$ cat src/rtl/vga_rect_plotter.sv
`default_nettype none
// ============================================================================
//  Module      : vga_rect_plotter
//  Description : Parametrised VGA rectangle plotter. Draws a filled box of
//                runtime width/height at a loaded (x,y) origin, one pixel per
//                clock in raster order, suppressing the write strobe for
//                pixels that fall off-screen. Also clears the whole screen
//                to black. Sits between user controls and the VGA adapter
//                write port.
//  Revision    : 1.0  initial release
// ----------------------------------------------------------------------------
//  Optional feature macro: RECT_OUTLINE_EN
//    defined   -> adds iOutline; when latched high only border pixels of the
//                 box are written (same cycle count as a filled box).
//    undefined -> iOutline is absent, boxes are always filled.
// ----------------------------------------------------------------------------
//  Ports
//    iClock     in   1         system clock, rising edge
//    iResetn    in   1         synchronous active-low reset
//    iLoadX     in   1         level: latch iXY_Coord as x origin
//    iPlotBox   in   1         level: latch y/colour/size, start box draw
//    iBlack     in   1         level: start full-screen clear (aborts draw)
//    iXY_Coord  in   X_W       coordinate bus (y uses [Y_W-1:0])
//    iColour    in   COLOUR_W  box colour
//    iBoxW      in   SIZE_W    box width minus 1
//    iBoxH      in   SIZE_W    box height minus 1
//    iOutline   in   1         outline mode (RECT_OUTLINE_EN only)
//    oX         out  X_W       pixel x
//    oY         out  Y_W       pixel y
//    oColour    out  COLOUR_W  pixel colour
//    oPlot      out  1         pixel write enable
//    oBusy      out  1         high whenever not idle
//    oDone      out  1         high from completion until next draw/clear
// ============================================================================
module vga_rect_plotter #(
    parameter int unsigned X_SCREEN_PIXELS = 160,
    parameter int unsigned Y_SCREEN_PIXELS = 120,
    parameter int unsigned X_W             = 8,
    parameter int unsigned Y_W             = 7,
    parameter int unsigned COLOUR_W        = 3,
    parameter int unsigned SIZE_W          = 4
) (
    input  logic                iClock,
    input  logic                iResetn,
    input  logic                iLoadX,
    input  logic                iPlotBox,
    input  logic                iBlack,
    input  logic [X_W-1:0]      iXY_Coord,
    input  logic [COLOUR_W-1:0] iColour,
    input  logic [SIZE_W-1:0]   iBoxW,
    input  logic [SIZE_W-1:0]   iBoxH,
`ifdef RECT_OUTLINE_EN
    input  logic                iOutline,
`endif
    output logic [X_W-1:0]      oX,
    output logic [Y_W-1:0]      oY,
    output logic [COLOUR_W-1:0] oColour,
    output logic                oPlot,
    output logic                oBusy,
    output logic                oDone
);

    // ------------------------------------------------------------------------
    // State encoding
    // ------------------------------------------------------------------------
    localparam logic [2:0] S_IDLE       = 3'd0;
    localparam logic [2:0] S_LDX_WAIT   = 3'd1;
    localparam logic [2:0] S_PLOT_WAIT  = 3'd2;
    localparam logic [2:0] S_DRAW       = 3'd3;
    localparam logic [2:0] S_BLACK_WAIT = 3'd4;
    localparam logic [2:0] S_CLEAR      = 3'd5;
    localparam logic [2:0] S_DONE       = 3'd6;

    // Last pixel of the screen-clear raster scan.
    localparam logic [X_W-1:0] c_X_LAST = X_W'(X_SCREEN_PIXELS - 1);
    localparam logic [Y_W-1:0] c_Y_LAST = Y_W'(Y_SCREEN_PIXELS - 1);

    // Screen limits, one bit wider to match the unclipped pixel sums.
    localparam logic [X_W:0]   c_X_LIMIT = (X_W + 1)'(X_SCREEN_PIXELS);
    localparam logic [Y_W:0]   c_Y_LIMIT = (Y_W + 1)'(Y_SCREEN_PIXELS);

    // ------------------------------------------------------------------------
    // Registers
    // ------------------------------------------------------------------------
    logic [2:0]          state_q,  state_d;
    logic [X_W-1:0]      x0_q,     x0_d;
    logic [Y_W-1:0]      y0_q,     y0_d;
    logic [COLOUR_W-1:0] colour_q, colour_d;
    logic [SIZE_W-1:0]   w_q,      w_d;
    logic [SIZE_W-1:0]   h_q,      h_d;
    // Offsets are sized for the full screen because the clear scan reuses
    // them; a box scan only ever uses the low SIZE_W bits.
    logic [X_W-1:0]      xoff_q,   xoff_d;
    logic [Y_W-1:0]      yoff_q,   yoff_d;
    logic                done_q,   done_d;
`ifdef RECT_OUTLINE_EN
    logic                outline_q, outline_d;
`endif

    // ------------------------------------------------------------------------
    // Pixel address and clipping
    // ------------------------------------------------------------------------
    logic [X_W-1:0] w_w_ext;
    logic [Y_W-1:0] w_h_ext;
    logic [X_W:0]   w_sum_x;
    logic [Y_W:0]   w_sum_y;
    logic           w_on_screen;
    logic           w_last_col_box;
    logic           w_last_row_box;
    logic           w_shape_ok;

    assign w_w_ext = X_W'(w_q);
    assign w_h_ext = Y_W'(h_q);

    // Sums carry one extra bit so a box hanging off the right/bottom edge
    // is detected rather than wrapping back onto the left/top of the screen.
    assign w_sum_x = {1'b0, x0_q} + {1'b0, xoff_q};
    assign w_sum_y = {1'b0, y0_q} + {1'b0, yoff_q};

    assign w_on_screen    = (w_sum_x < c_X_LIMIT) && (w_sum_y < c_Y_LIMIT);
    assign w_last_col_box = (xoff_q == w_w_ext);
    assign w_last_row_box = (yoff_q == w_h_ext);

`ifdef RECT_OUTLINE_EN
    // Outline mode keeps the full raster scan but only strobes the border.
    logic w_border;
    assign w_border   = (xoff_q == '0) || w_last_col_box ||
                        (yoff_q == '0) || w_last_row_box;
    assign w_shape_ok = !outline_q || w_border;
`else
    assign w_shape_ok = 1'b1;
`endif

    // ------------------------------------------------------------------------
    // Next-state logic
    // ------------------------------------------------------------------------
    always_comb begin
        state_d  = state_q;
        x0_d     = x0_q;
        y0_d     = y0_q;
        colour_d = colour_q;
        w_d      = w_q;
        h_d      = h_q;
        xoff_d   = xoff_q;
        yoff_d   = yoff_q;
        done_d   = done_q;
`ifdef RECT_OUTLINE_EN
        outline_d = outline_q;
`endif

        if (iBlack) begin
            // Clear request overrides everything, including a draw in
            // progress. Origin/colour/offsets are zeroed while waiting so the
            // clear starts at (0,0) in black as soon as the level drops.
            state_d  = S_BLACK_WAIT;
            x0_d     = '0;
            y0_d     = '0;
            colour_d = '0;
            xoff_d   = '0;
            yoff_d   = '0;
        end else begin
            case (state_q)
                S_IDLE: begin
                    if (iLoadX) begin
                        x0_d    = iXY_Coord;
                        state_d = S_LDX_WAIT;
                    end else if (iPlotBox) begin
                        y0_d     = iXY_Coord[Y_W-1:0];
                        colour_d = iColour;
                        w_d      = iBoxW;
                        h_d      = iBoxH;
                        xoff_d   = '0;
                        yoff_d   = '0;
`ifdef RECT_OUTLINE_EN
                        outline_d = iOutline;
`endif
                        state_d  = S_PLOT_WAIT;
                    end
                end

                S_LDX_WAIT: begin
                    // Track the bus until the key is released.
                    x0_d = iXY_Coord;
                    if (!iLoadX) begin
                        state_d = S_IDLE;
                    end
                end

                S_PLOT_WAIT: begin
                    if (!iPlotBox) begin
                        done_d  = 1'b0;
                        state_d = S_DRAW;
                    end
                end

                S_DRAW: begin
                    if (w_last_col_box) begin
                        xoff_d = '0;
                        if (w_last_row_box) begin
                            state_d = S_DONE;
                        end else begin
                            yoff_d = yoff_q + 1'b1;
                        end
                    end else begin
                        xoff_d = xoff_q + 1'b1;
                    end
                end

                S_BLACK_WAIT: begin
                    // Only reached here once iBlack has been released.
                    done_d  = 1'b0;
                    state_d = S_CLEAR;
                end

                S_CLEAR: begin
                    if (xoff_q == c_X_LAST) begin
                        xoff_d = '0;
                        if (yoff_q == c_Y_LAST) begin
                            state_d = S_DONE;
                        end else begin
                            yoff_d = yoff_q + 1'b1;
                        end
                    end else begin
                        xoff_d = xoff_q + 1'b1;
                    end
                end

                S_DONE: begin
                    done_d  = 1'b1;
                    state_d = S_IDLE;
                end

                default: begin
                    state_d = S_IDLE;
                end
            endcase
        end
    end

    // ------------------------------------------------------------------------
    // State registers
    // ------------------------------------------------------------------------
    always_ff @(posedge iClock) begin
        if (!iResetn) begin
            state_q  <= S_IDLE;
            x0_q     <= '0;
            y0_q     <= '0;
            colour_q <= '0;
            w_q      <= '0;
            h_q      <= '0;
            xoff_q   <= '0;
            yoff_q   <= '0;
            done_q   <= 1'b0;
`ifdef RECT_OUTLINE_EN
            outline_q <= 1'b0;
`endif
        end else begin
            state_q  <= state_d;
            x0_q     <= x0_d;
            y0_q     <= y0_d;
            colour_q <= colour_d;
            w_q      <= w_d;
            h_q      <= h_d;
            xoff_q   <= xoff_d;
            yoff_q   <= yoff_d;
            done_q   <= done_d;
`ifdef RECT_OUTLINE_EN
            outline_q <= outline_d;
`endif
        end
    end

    // ------------------------------------------------------------------------
    // Outputs
    // ------------------------------------------------------------------------
    assign oX      = w_sum_x[X_W-1:0];
    assign oY      = w_sum_y[Y_W-1:0];
    assign oColour = colour_q;
    assign oPlot   = ((state_q == S_DRAW) && w_on_screen && w_shape_ok) ||
                     (state_q == S_CLEAR);
    assign oBusy   = (state_q != S_IDLE);
    assign oDone   = done_q;

endmodule
`default_nettype wire
$ cat config.mk
export PLATFORM = sky130hd
export DESIGN_NAME = vga_rect_plotter
export DESIGN_NICKNAME = d
export VERILOG_FILES = /design/src/rtl/vga_rect_plotter.sv
export SDC_FILE = /design/constraint.sdc
export NUM_CORES = 1
export LEC_CHECK = 0
export CORE_ASPECT_RATIO = 1.25
export CORE_UTILIZATION = 53
export CTS_CLUSTER_DIAMETER = 120
export DETAILED_ROUTE_END_ITERATION = 10
export PLACE_DENSITY = 0.79
export SYNTH_ARGS = -nofsm -noshare
export SYNTH_HDL_FRONTEND = slang
export SYNTH_SLANG_ARGS = --single-unit
export TNS_END_PERCENT = 30
$ cat constraint.sdc
create_clock -name iClock -period 2.9 [get_ports iClock]
set_clock_uncertainty 0.05 [all_clocks]
set_input_delay 0.435 -clock iClock [delete_from_list [all_inputs] [get_ports iClock]]
set_output_delay 0.435 -clock iClock [all_outputs]
set_load 0.02 [all_outputs]
Word level (Yosys, flattened, before mapping). Cells that the tools add are included.

Register bits after elaboration: 45.

Reductions and logical operators: 17. Magnitude comparators: 2. Eq/ne operators: 29. Bitwise logic cells: 3. Muxes and demuxes: 26. Add/sub/neg operators: 4.

Operator list (number): 2-to-1 mux 7 bit (6); 2-to-1 mux 8 bit (5); 2-to-1 mux 3 bit (9); case mux 8 bit (3 select lines) (1); != test 2 bit (second input constant) (11); != test 3 bit (second input constant) (7); case mux 7 bit (3 select lines) (1); AND reduction 7 bit (3); case mux 3 bit (6 select lines) (1); case mux 8 bit (2 select lines) (1); adder 8 x 8 -> 9 bit (1); == test 3 bit (second input constant) (3); less-than comparator 9 x 8 -> 1 bit (second input constant) (1); AND reduction 3 bit (3); nonzero test 3 bit (3); adder 7 x 7 -> 8 bit (1); adder 8 x 1 -> 8 bit (second input constant) (1); == test 8 x 4 -> 1 bit (1); == test 8 bit (second input constant) (1); less-than comparator 8 x 7 -> 1 bit (second input constant) (1); adder 7 x 1 -> 7 bit (second input constant) (1); == test 7 x 4 -> 1 bit (1); == test 7 bit (second input constant) (1); == test 3 x 2 -> 1 bit (second input constant) (2); 12 further kinds (15).

Depth between registers and ports, before layout.
Depth in word-level cells: 5. Mapped depth: 9. Gate-level depth less buffers: 9.

Worst setup path after synthesis. OpenSTA, ideal clock, no wires.

Path type: reg2out. From: register xoff_q[0]. To: output oPlot. Buffers on the path: 0. Cell stages (with the launch flop): 10. Arrival: 2.354 ns. Slack: 0.061 ns. Path through: dfxtp_1 -> ha_1 -> inv_1 -> fa_1 -> nor2b_1 -> o31a_1 -> o21ai_0 -> a21boi_0 -> o21ai_0 -> a2bb2oi_1.

Word-level cells in the longest chain between the ends: 5.

RTL lines: start: declaration (RTL line 93) `logic [X_W-1:0] xoff_q, xoff_d;`; start signal: assignment (RTL line 264) `xoff_q <= xoff_d;`; adder 8 x 8 -> 9 bit (RTL line 117) `assign w_sum_x = {1'b0, x0_q} + {1'b0, xoff_q};`; net oX[6] (RTL line 55) `output logic [X_W-1:0] oX,`; less-than comparator 9 x 8 -> 1 bit (RTL line 120) `assign w_on_screen = (w_sum_x < c_X_LIMIT) && (w_sum_y < c_Y_LIMIT);`; logical AND 1 bit (RTL line 120); logical AND 1 bit (RTL line 279) `assign oPlot = ((state_q == S_DRAW) && w_on_screen && w_shape_ok) ||`; logical OR 1 bit (RTL line 279); end: declaration (RTL line 58) `output logic oPlot,`.

The timed path passes the listed nets, and every way through them passes these cells.

Final worst setup path.
From: register x0_q[0]. To: output oPlot.

Word-level cells in the longest chain between the ends: 5.

RTL lines: start: declaration (RTL line 86) `logic [X_W-1:0] x0_q, x0_d;`; start signal: assignment (RTL line 246) `x0_q <= '0;`; start signal: assignment (RTL line 259) `x0_q <= x0_d;`; adder 8 x 8 -> 9 bit (RTL line 117); less-than comparator 9 x 8 -> 1 bit (RTL line 120); logical AND 1 bit (RTL line 120); logical AND 1 bit (RTL line 279); logical OR 1 bit (RTL line 279).

No other way between the ends.

==> impl_metrics.ini <==
[synth]
yosys.cell_types.count = 56
synthFlopType = dfxtp_1
avgSynthCellArea_um2 = 8.44
syn_inst = 323
syn_nets = 366
ys_seq_area_frac = 0.331
synth-edff-count = 0
synth-seq-cells = 45
async_reset_ff_frac = 0
syn_area_mm2 = 0.00273
yosys_warnings = 0

[cts]
ctsHoldBuffers = 0
clock_latency_ns = 0.30
clockBufferDepth = 2
cts_tree = yes
htree_num_levels = 2
cts_root_buffer = clkbuf_8
cts_made_buffers = 5
clkSlewWorstSetupHoldPaths_ns = 0.08
cts_sinks = 45

[job]
cap_violations = 0

[placement]
placed_area_mm2 = 0.00346
placement.io_buffers = 44
dpl.hpwl_um = 4920
gp_congestion = 0.891
place_ws_ns = -0.233

[route]
vias = 2547
via_per_inst = 5.54
drt_iter0_drc = 114
route.detailed.drc = 0
finalWirelength_um = 6490
antenna_left = 0
firstDrtPassIters = 4
wl_per_cell_um = 14.1

[setup_path]
cp.arrival_ns = 2.44
crit_path_end_kind = output port
path_buf_inv = 3
cp-start-kind = flop
worstPathCellList = ha_4, inv_2, fa_2, nor2b_2, o31a_1, buf_4, o21ai_0, a21boi_1, o21ai_1, a2bb2oi_2, buf_4
critical_path_class = reg -> out
required_ns = 2.41
crit_family = compound AO/OA/AOI/OAI gates
slowest_stage = fa_2
crit_path_max_incr_delay_ns = 0.39
cpMostUsedCell = buf_4
cp_max_fo = 2

[global_route]
overflow = 0
groute.usage.overall = 0.253
grt_pass1_wl_um = 10500
grt_pass1_vias = 2457
antenna_found_initial = 0
grt_max_degree = 25

[floorplanning]
die_area_mm2 = 0.00543
core_mm2 = 0.00483
die_w_um = 66.1
start_util = 0.564
ioPinCount = 45
rows = 28
die_h_um = 82.2

[timing]
finalCritPeriodShare = 1.01
finalHoldViolCount = 0
fin_hold_ws_ns = 0.415
setup_ws_ns = -0.0288
slew_viol_final = 0
setup_violations = 1
slew-limit-headroom = 0.639
rsz0062_at_grt = yes
final.min_clock_period_ns = 2.93
max_clock_freq_mhz = 341
worstMarginPinSlew_ns = 0.540

[layout]
fin_nets = 442
syn_to_final_growth_pct = 32.7
layout-drive-gt1-share = 0.173
finalInstanceArea_mm2 = 0.00362
diodes = 0
most-common-layout-cells = nand2_1 (43), dfxtp_1 (43), buf_4 (40), clkdlybuf4s50_1 (37), nor2_1 (36)

[outcome]
violations = setup timing
status = finished, violations left

[power]
cellPowerDensity_mw_per_mm2 = 375
ir_worst_vdd_mv = 0.298
p_leak_uw = 0.00152

[worst_hold_path]
hp-class = reg -> reg
[worst paths after layout]
kind,from,slack [ns],to,cells after the start
hold reg to reg,oColour[0],0.41,oColour[0],2
setup / recovery,x0_q[0],-0.03,oPlot,11
hold / removal,oColour[0],0.41,oColour[0],2
setup reg to reg,xoff_q[1],0.58,state_q[0],8
[cells by family after synthesis]
group	share of synthesized area
buffers and inverters	0.0335
AOI/OAI and AO/OA	0.199
adders and majority gates	0.0927
muxes	0.0404
DFF	0.331
and+or+nand+nor	0.230
xor gates and xnor gates	0.0739
[synth_stat cells, types with 2 or more instances]
cell / count / area (µm²)
xor2_1: 12 / 105
nand3b_1: 2 / 15.0
fa_1: 2 / 40.0
o31ai_1: 2 / 15.0
nand2b_1: 3 / 18.8
a41oi_1: 2 / 17.5
clkbuf_1: 10 / 37.5
o21bai_1: 3 / 22.5
nor4_1: 3 / 18.8
and2_1: 2 / 12.5
and3b_1: 2 / 17.5
o21a_1: 4 / 30.0
nand3_1: 7 / 35.0
a211oi_1: 4 / 30.0
a31oi_1: 3 / 18.8
dfxtp_1: 45 / 901
nand2_1: 43 / 161
and3_1: 4 / 25.0
o21ai_0: 10 / 50.1
or2_2: 2 / 12.5
nor2b_1: 5 / 31.3
xnor2_1: 11 / 96.3
o31a_1: 5 / 43.8
inv_1: 10 / 37.5
nor2_1: 36 / 135
mux2i_1: 11 / 110
or3_1: 2 / 12.5
a311o_1: 2 / 20.0
nor3_1: 4 / 20.0
nand4_1: 2 / 12.5
a21o_1: 2 / 15.0
ha_1: 17 / 213
a21oi_1: 18 / 90.1
a21boi_0: 11 / 82.6
[final cells by class]
type / count / area, µm²
Clock buffer: 7 / 86.3
Clock inverter: 1 / 30.0
Fill cell: 387 / 1220
Inverter: 10 / 37.5
Multi-Input combinational cell: 256 / 1780
Sequential cell: 45 / 903
Tap cell: 60 / 75.1
Timing Repair Buffer: 81 / 702
[flip-flops by register name, summed over array words and instances (netlist names)]
register,flops
x0_q,8
xoff_q,8
y0_q,7
yoff_q,7
h_q,4
w_q,4
oColour,3
state_q,3
oDone,1
[worst min-delay path, stage by stage, from the launching register on]
cell and delay [ns]:
dfxtp_1 0.32, nand2_1 0.05, a21oi_1 0.05
[metrics by stage]
stage	power, µW	util	std cells	TNS, ns
global route	1410	0.748	460	-0.183
floorplan	782	-	323	0
detailed placement	877	0.715	451	-0.350
finish	1360	0.748	460	-0.0288
global placement	872	0.715	451	-0.216
CTS	1360	0.742	459	-0.0618
[layer usage]
layer  global-route usage  share of wire  up-vias
met4                0.111          0.024        0
li1                     -              -     1294
met2                0.464           0.51       45
met1                0.281           0.44     1193
met5                    0              0        -
met3               0.0481          0.031       15
[repair_timing]
action / in CTS / in global routing
setup buffers: 0 / 1
cloned: 0 / 0
endpoints found under the setup margin: 5 / 6
resized for setup: 20 / 16
pin swaps: 3 / 9
endpoints found under the hold margin: 0 / 0
[power by group]
| group | switching, µW | total (µW) | internal (µW) |
|---|---|---|---|
| logic | 114 | 226 | 112 |
| registers | 8.70 | 640 | 632 |
| clock network | 211 | 492 | 281 |
(Power assumes the default switching activity.)
